[src/rtl/regfile_pkg.sv]
// rtl/regfile_pkg.sv - shared register file types and defaults for decode, hazard unit and regfile
package regfile_pkg;

  localparam int DEF_XLEN  = 32;
  localparam int DEF_NREGS = 32;
  localparam int DEF_AW    = $clog2(DEF_NREGS);

  typedef logic [DEF_AW-1:0]   reg_idx_t;
  typedef logic [DEF_XLEN-1:0] xlen_t;

  localparam reg_idx_t REG_ZERO = '0;

  // x0 is architecturally constant; every path that writes or tracks state must skip it
  function automatic logic is_reg_zero(input reg_idx_t idx);
    return idx == REG_ZERO;
  endfunction

endpackage

[src/rtl/regfile_scoreboard.sv]
// rtl/regfile_scoreboard.sv - per-register busy bits with flush > alloc > write-clear priority
module regfile_scoreboard
  import regfile_pkg::*;
#(
  parameter int NREGS = DEF_NREGS,
  parameter int NWR   = 1,
  parameter int AW    = $clog2(NREGS)
) (
  input  logic              clk,
  input  logic              rst,
  input  logic [NWR-1:0]    wr_en,
  input  logic [NWR*AW-1:0] wr_addr,
  input  logic              alloc_en,
  input  logic [AW-1:0]     alloc_addr,
  input  logic              flush,
  output logic [NREGS-1:0]  busy_vec
);

  logic [NREGS-1:0] busy_q;
  logic [NREGS-1:0] busy_nxt;

  // Next busy state: flush clears everything, otherwise writebacks clear and an allocation
  // applied afterwards so it wins over a same-cycle writeback to the same register.
  always_comb begin
    busy_nxt = busy_q;
    if (flush) begin
      busy_nxt = '0;
    end else begin
      for (int w = 0; w < NWR; w++) begin
        if (wr_en[w]) begin
          busy_nxt[wr_addr[w*AW +: AW]] = 1'b0;
        end
      end
      if (alloc_en) begin
        busy_nxt[alloc_addr] = 1'b1;
      end
    end
    busy_nxt[0] = 1'b0;
  end

  // Busy bit storage; x0 never becomes busy because busy_nxt[0] is forced low.
  always_ff @(posedge clk or posedge rst) begin
    if (rst) begin
      busy_q <= '0;
    end else begin
      busy_q <= busy_nxt;
    end
  end

  assign busy_vec = busy_q;

endmodule

[src/rtl/regfile_mp.sv]
// rtl/regfile_mp.sv - multi-port RV32I register file with busy scoreboard (optional RF_WRITE_BYPASS_EN)
module regfile_mp
  import regfile_pkg::*;
#(
  parameter int XLEN  = DEF_XLEN,
  parameter int NREGS = DEF_NREGS,
  parameter int NRD   = 2,
  parameter int NWR   = 1,
  parameter int AW    = $clog2(NREGS)
) (
  input  logic                clk,
  input  logic                rst,
  input  logic [NRD*AW-1:0]   rd_addr,
  output logic [NRD*XLEN-1:0] rd_data,
  output logic [NRD-1:0]      rd_busy,
  input  logic [NWR-1:0]      wr_en,
  input  logic [NWR*AW-1:0]   wr_addr,
  input  logic [NWR*XLEN-1:0] wr_data,
  input  logic                alloc_en,
  input  logic [AW-1:0]       alloc_addr,
  input  logic                flush,
  output logic [NREGS-1:0]    busy_vec
);

  logic [XLEN-1:0] regs [NREGS];

  regfile_scoreboard #(
    .NREGS (NREGS),
    .NWR   (NWR),
    .AW    (AW)
  ) u_scoreboard (
    .clk        (clk),
    .rst        (rst),
    .wr_en      (wr_en),
    .wr_addr    (wr_addr),
    .alloc_en   (alloc_en),
    .alloc_addr (alloc_addr),
    .flush      (flush),
    .busy_vec   (busy_vec)
  );

  // Storage writes; ports are visited in index order so the highest port wins a collision.
  // The x0 gate is on the address only, a zero data value is an ordinary write.
  always_ff @(posedge clk or posedge rst) begin
    if (rst) begin
      for (int r = 0; r < NREGS; r++) begin
        regs[r] <= '0;
      end
    end else begin
      for (int w = 0; w < NWR; w++) begin
        if (wr_en[w] && (wr_addr[w*AW +: AW] != '0)) begin
          regs[wr_addr[w*AW +: AW]] <= wr_data[w*XLEN +: XLEN];
        end
      end
    end
  end

  // Combinational read ports; x0 reads as zero and never busy. With bypass enabled a
  // same-cycle writeback is forwarded and treated as no longer pending.
  always_comb begin : read_mux
    logic [AW-1:0] ra;
    ra      = '0;
    rd_data = '0;
    rd_busy = '0;
    for (int p = 0; p < NRD; p++) begin
      ra = rd_addr[p*AW +: AW];
      if (ra != '0) begin
        rd_data[p*XLEN +: XLEN] = regs[ra];
        rd_busy[p]              = busy_vec[ra];
`ifdef RF_WRITE_BYPASS_EN
        for (int w = 0; w < NWR; w++) begin
          if (wr_en[w] && (wr_addr[w*AW +: AW] == ra)) begin
            rd_data[p*XLEN +: XLEN] = wr_data[w*XLEN +: XLEN];
            rd_busy[p]              = alloc_en && (alloc_addr == ra);
          end
        end
`endif
      end
    end
  end

endmodule

[config.mk]
export PLATFORM = sky130hd
export DESIGN_NAME = regfile_mp
export DESIGN_NICKNAME = d
export VERILOG_FILES = /design/src/rtl/regfile_pkg.sv /design/src/rtl/regfile_scoreboard.sv /design/src/rtl/regfile_mp.sv
export SDC_FILE = /design/constraint.sdc
export NUM_CORES = 2
export LEC_CHECK = 0
export CAP_MARGIN = 20
export CORE_MARGIN = 5
export CORE_UTILIZATION = 65
export CTS_BUF_LIST = sky130_fd_sc_hd__clkbuf_8
export CTS_CLUSTER_SIZE = 16
export DETAILED_ROUTE_END_ITERATION = 8
export HOLD_SLACK_MARGIN = 0.03
export PLACE_DENSITY = 0.8
export SLEW_MARGIN = 20
export SYNTH_ARGS = -nofsm -noshare
export SYNTH_HDL_FRONTEND = slang
export SYNTH_SLANG_ARGS = --single-unit
[constraint.sdc]
create_clock -name clk -period 43 [get_ports clk]
set_input_delay 4.3 -clock clk [delete_from_list [all_inputs] [get_ports clk]]
set_output_delay 4.3 -clock clk [all_outputs]
set_load 0.005 [all_outputs]
==> flow_results.org <==
** Cells and area
- Once layout is complete, the utilization of the core stands at 71.3%.
- Net total in the final layout :: 3,816
- In the final layout, the share of cells above drive strength 1 is about half.
- Top library cells by usage in the layout, fill and taps aside :: sky130_fd_sc_hd__dfrtp_1, sky130_fd_sc_hd__mux2_2, sky130_fd_sc_hd__mux4_2, sky130_fd_sc_hd__clkbuf_8, sky130_fd_sc_hd__clkdlybuf4s50_1
- The layout has around 5,500 filler cells.
- Leading cell type in the layout, fill and taps excluded :: sky130_fd_sc_hd__dfrtp_1
- Compared with the post-synthesis result, the final layout area differs by 8.75%.

** Detailed routing
- Total wire length :: 178 mm
- Number of remaining DRC errors :: 0
- In the routed layout, each cell is associated on average with a via count of 7.62.
- In the final routed layout, each cell accounts on average for 35.3 microns.
- Via count :: roughly 39,000
- First-pass iteration count of the detailed router :: 5
- Starting DRT DRC Count :: about 4,300
- Antenna-violating nets left :: 0

** Worst setup path
- STA classifies the critical path startpoint as a primary input.
- The most critical setup path has its startpoint at rd_addr[6].
- The critical path runs through a total of 8 cells.
- The critical path is of the in2out type.
- The worst register-to-register path ends at u_scoreboard.busy_vec[25]$_DFF_PP0_.
- The worst register-to-register path begins at u_scoreboard.busy_vec[25]$_DFF_PP0_.
- Worst reg2reg path depth :: 2
- CP top delay family :: buffers and inverters
- STA classifies the critical path endpoint as a primary output.
- Critical path, cell by cell :: buf_8, buf_12, buf_4, mux4_1, mux2_2, o21ai_0, a311oi_1, clkdlybuf4s50_1
- Counting both buffers and inverters, the worst setup path holds a total of 4.
- Across all register-to-register paths, the minimum setup slack is between 40 and 50 ns.
- Required arrival time at the worst endpoint :: around 39 ns
- Worst-path fanout max :: ~120
- Data arrival time of the worst path :: 8.51 ns
- Crit-path slowest cell :: sky130_fd_sc_hd__buf_4
- Worst Setup EP :: rd_data[35]
- For this run, the slowest stage of the critical path takes around 0.79 ns.

** Floorplan
- For this configuration, the core starts out at a cell density of 65.6%.
- Core area :: about 87,000 sq um
- During I/O placement, the number of pins put on the boundary was roughly 160.
- Die area :: 93,700 sq um
- Number of placement rows :: about 110
- The die is around 310 microns wide.
- From bottom edge to top edge, the die measures ~310 microns.

** Yosys
- After synthesis, flip-flops and latches occupy a little under half of the total area.
- For this run, asynchronously set or reset flops after synthesis account for 100%.
- Nets in the synthesized netlist :: between 3,000 and 4,000
- In the synthesized netlist the dominant register cell turns out to be sky130_fd_sc_hd__dfrtp_1.
- Cell Area, Synth :: between 50,000 and 60,000 sq um
- Number of flops mapped to enable cells by yosys :: 0
- In this run, distinct cell masters in the synthesized netlist total between 40 and 50.
- The synthesized design contains between 1,000 and 1,500 register bits.
- Syn_area_per_cell :: approximately 15 sq um
- Synthesized netlist cell count :: ~3,800
- Synthesis Warnings :: 0

** STA
- Achievable Freq :: 78.1 MHz
- Tcrit/Tclk final :: just under 30%
- Total negative slack :: 0 ns
- Setup Skew :: 0 ns
- Setup repair after global routing left no endpoint under its margin.
- At the pin with the least slew margin, the transition time is 1.14 ns.
- The hold violation total from the final report is 0.
- Min cycle time layout :: 12.81 ns
- Max_slew headroom :: 23.8%
- Final setup violation count :: 0
- Final slew viol count :: 0

** Min path
- The worst hold path belongs to the class reg2reg.
- Beginning of the worst hold path :: regs[995]$_DFFE_PP0P_

** Clock tree
- CTS sink count :: about 1,100
- The number of clock buffers added by TritonCTS is about 170.
- Hold bufs inserted after CTS :: 0
- Clock Tree Buf Depth :: 3
- The tree is rooted in a sky130_fd_sc_hd__clkbuf_8.
- Resized cells post-CTS :: 0
- Worst-skew pair later-pin latency :: around 0.86 ns
- Clock transition at the register clock pins on the worst setup and hold paths after CTS :: about 0.06 ns
- Max H-tree Level :: 4
- TritonCTS built the clock tree.
- Post-CTS setup-driven buffer insertion count :: 0

** Flow run
- The tool flagged a number of max-cap violations equal to 0.

** Place
- Port buffering added roughly 150 buffers.
- Final HPWL DP :: roughly 97 mm
- At the end of routability-driven placement, the weighted congestion stood at 0.830.

** GRT
- First-pass GRT wire length :: 266 mm
- The via count of the first global-routing pass came to 40,600.
- Global routing consumed, on the met2 layer, 57.7% of the routing resources.
- Met1 usage :: roughly 50%
- Antenna violations before repair :: 5
- Entering global routing, the biggest net connects between 150 and 200 pins.
- Global routing used approximately two fifths of the available tracks.
- Layer with the highest usage after global routing :: met2
- Overflow left after global routing :: 0
- Met3 track demand over resource :: 11.1%

** Power and ir drop
- VDD sags by at most 0.0342 mV.
- Static Leakage :: roughly 27 nW
- Total power per unit cell area :: ~45 nW/um^2

** Status
- Outcome :: complete, no violations
cell families (layout without fill, tap and decap cells):
group                  after synthesis  count (layout)  share of synthesized area [%]
buffers and inverters              444             547                           4.48
AO/OA/AOI/OAI                      428             428                           5.38
other                                1               4                        0.00658
flip-flops                        1055            1055                           46.3
AND/OR/NAND/NOR                    211             211                           2.03
multiplexers                      1652            1652                           41.8
metal layers:
metal / part of all wire (%) / vias up
met3: 11 / 732
li1: - / 14700
met2: 45 / 2709
met5: 0.015 / -
met4: 6.7 / 4
met1: 36 / 20300
power by group:
group / total (W) / switching, W / internal [W] / leakage (nW)
sequential: 0.00132 / 0.000143 / 0.00118 / 13.6
clock: 0.000926 / 0.000416 / 0.000510 / 2.07
combinational: 0.000573 / 0.000229 / 0.000344 / 11.1
total: 0.00282 / 0.000788 / 0.00203 / 26.8
worst reg2reg max path: stages, from the launching register on:
cell	delay (ns)
sky130_fd_sc_hd__dfrtp_1	0.43
sky130_fd_sc_hd__o21ai_0	0.12
sky130_fd_sc_hd__a21oi_1	0.23
cells in the mapped netlist, drive strengths merged, types with 4 or more instances:
cell / count / area (sq um)
mux2i: 132 / 1320
mux2: 1060 / 11900
and3b: 4 / 35.0
a22oi: 81 / 608
o2111ai: 17 / 149
a311oi: 66 / 622
a211oi: 64 / 480
mux4: 460 / 10500
nor2: 40 / 185
a221oi: 49 / 442
buf: 246 / 1800
nand2: 68 / 265
nor3b: 8 / 75.1
clkbuf: 195 / 736
o21ai: 131 / 656
dfrtp: 1055 / 26400
nand3b: 5 / 37.5
nand2b: 4 / 25.0
a21oi: 18 / 90.1
nor2b: 68 / 440
worst min-delay path by stage:
stage | depth (start not counted) | to | slack, ns
2_1_floorplan | 1 | regs[1002]$_DFFE_PP0P_ | 0.44
3_3_place_gp | 0 | regs[1003]$_DFFE_PP0P_ | 0.37
3_5_place_dp | 0 | regs[1016]$_DFFE_PP0P_ | 0.38
4_1_cts | 0 | regs[1016]$_DFFE_PP0P_ | 0.40
5_1_grt | 0 | regs[1011]$_DFFE_PP0P_ | 0.41
6_report | 0 | regs[995]$_DFFE_PP0P_ | 0.40
registers in the layout, summed over array words and instances (netlist names):
register               count
regs                    1024
u_scoreboard.busy_vec     31
layout make-up:
| class | instances | area [sq um] | share of cell area (%) |
|---|---|---|---|
| Inverter | 3 | 21.3 | 0.0343 |
| Sequential cell | 1055 | 26400 | 42.6 |
| Clock buffer | 231 | 3180 | 5.13 |
| Multi-Input combinational cell | 2292 | 28200 | 45.5 |
| Tap cell | 1155 | 1450 | 2.33 |
| Clock inverter | 80 | 515 | 0.832 |
| Antenna cell | 3 | 7.51 | 0.0121 |
| Timing Repair Buffer | 233 | 2200 | 3.55 |
stage by stage:
stage | hold WS, ns | std cells | worst slack, ns | cell area [sq um] | total power (W)
finish | 0.396 | 5052 | 30.19 | 62000 | 0.00282
global route | 0.406 | 5052 | 29.97 | 62000 | 0.00292
CTS | 0.397 | 5048 | 30.24 | 61900 | 0.00281
detailed placement | 0.384 | 4737 | 30.26 | 58200 | 0.00189
global placement | 0.375 | 4737 | 30.25 | 58200 | 0.00184
floorplan | 0.438 | 3791 | 9.00 | 57000 | 0.00173
(Power assumes the default switching activity.)
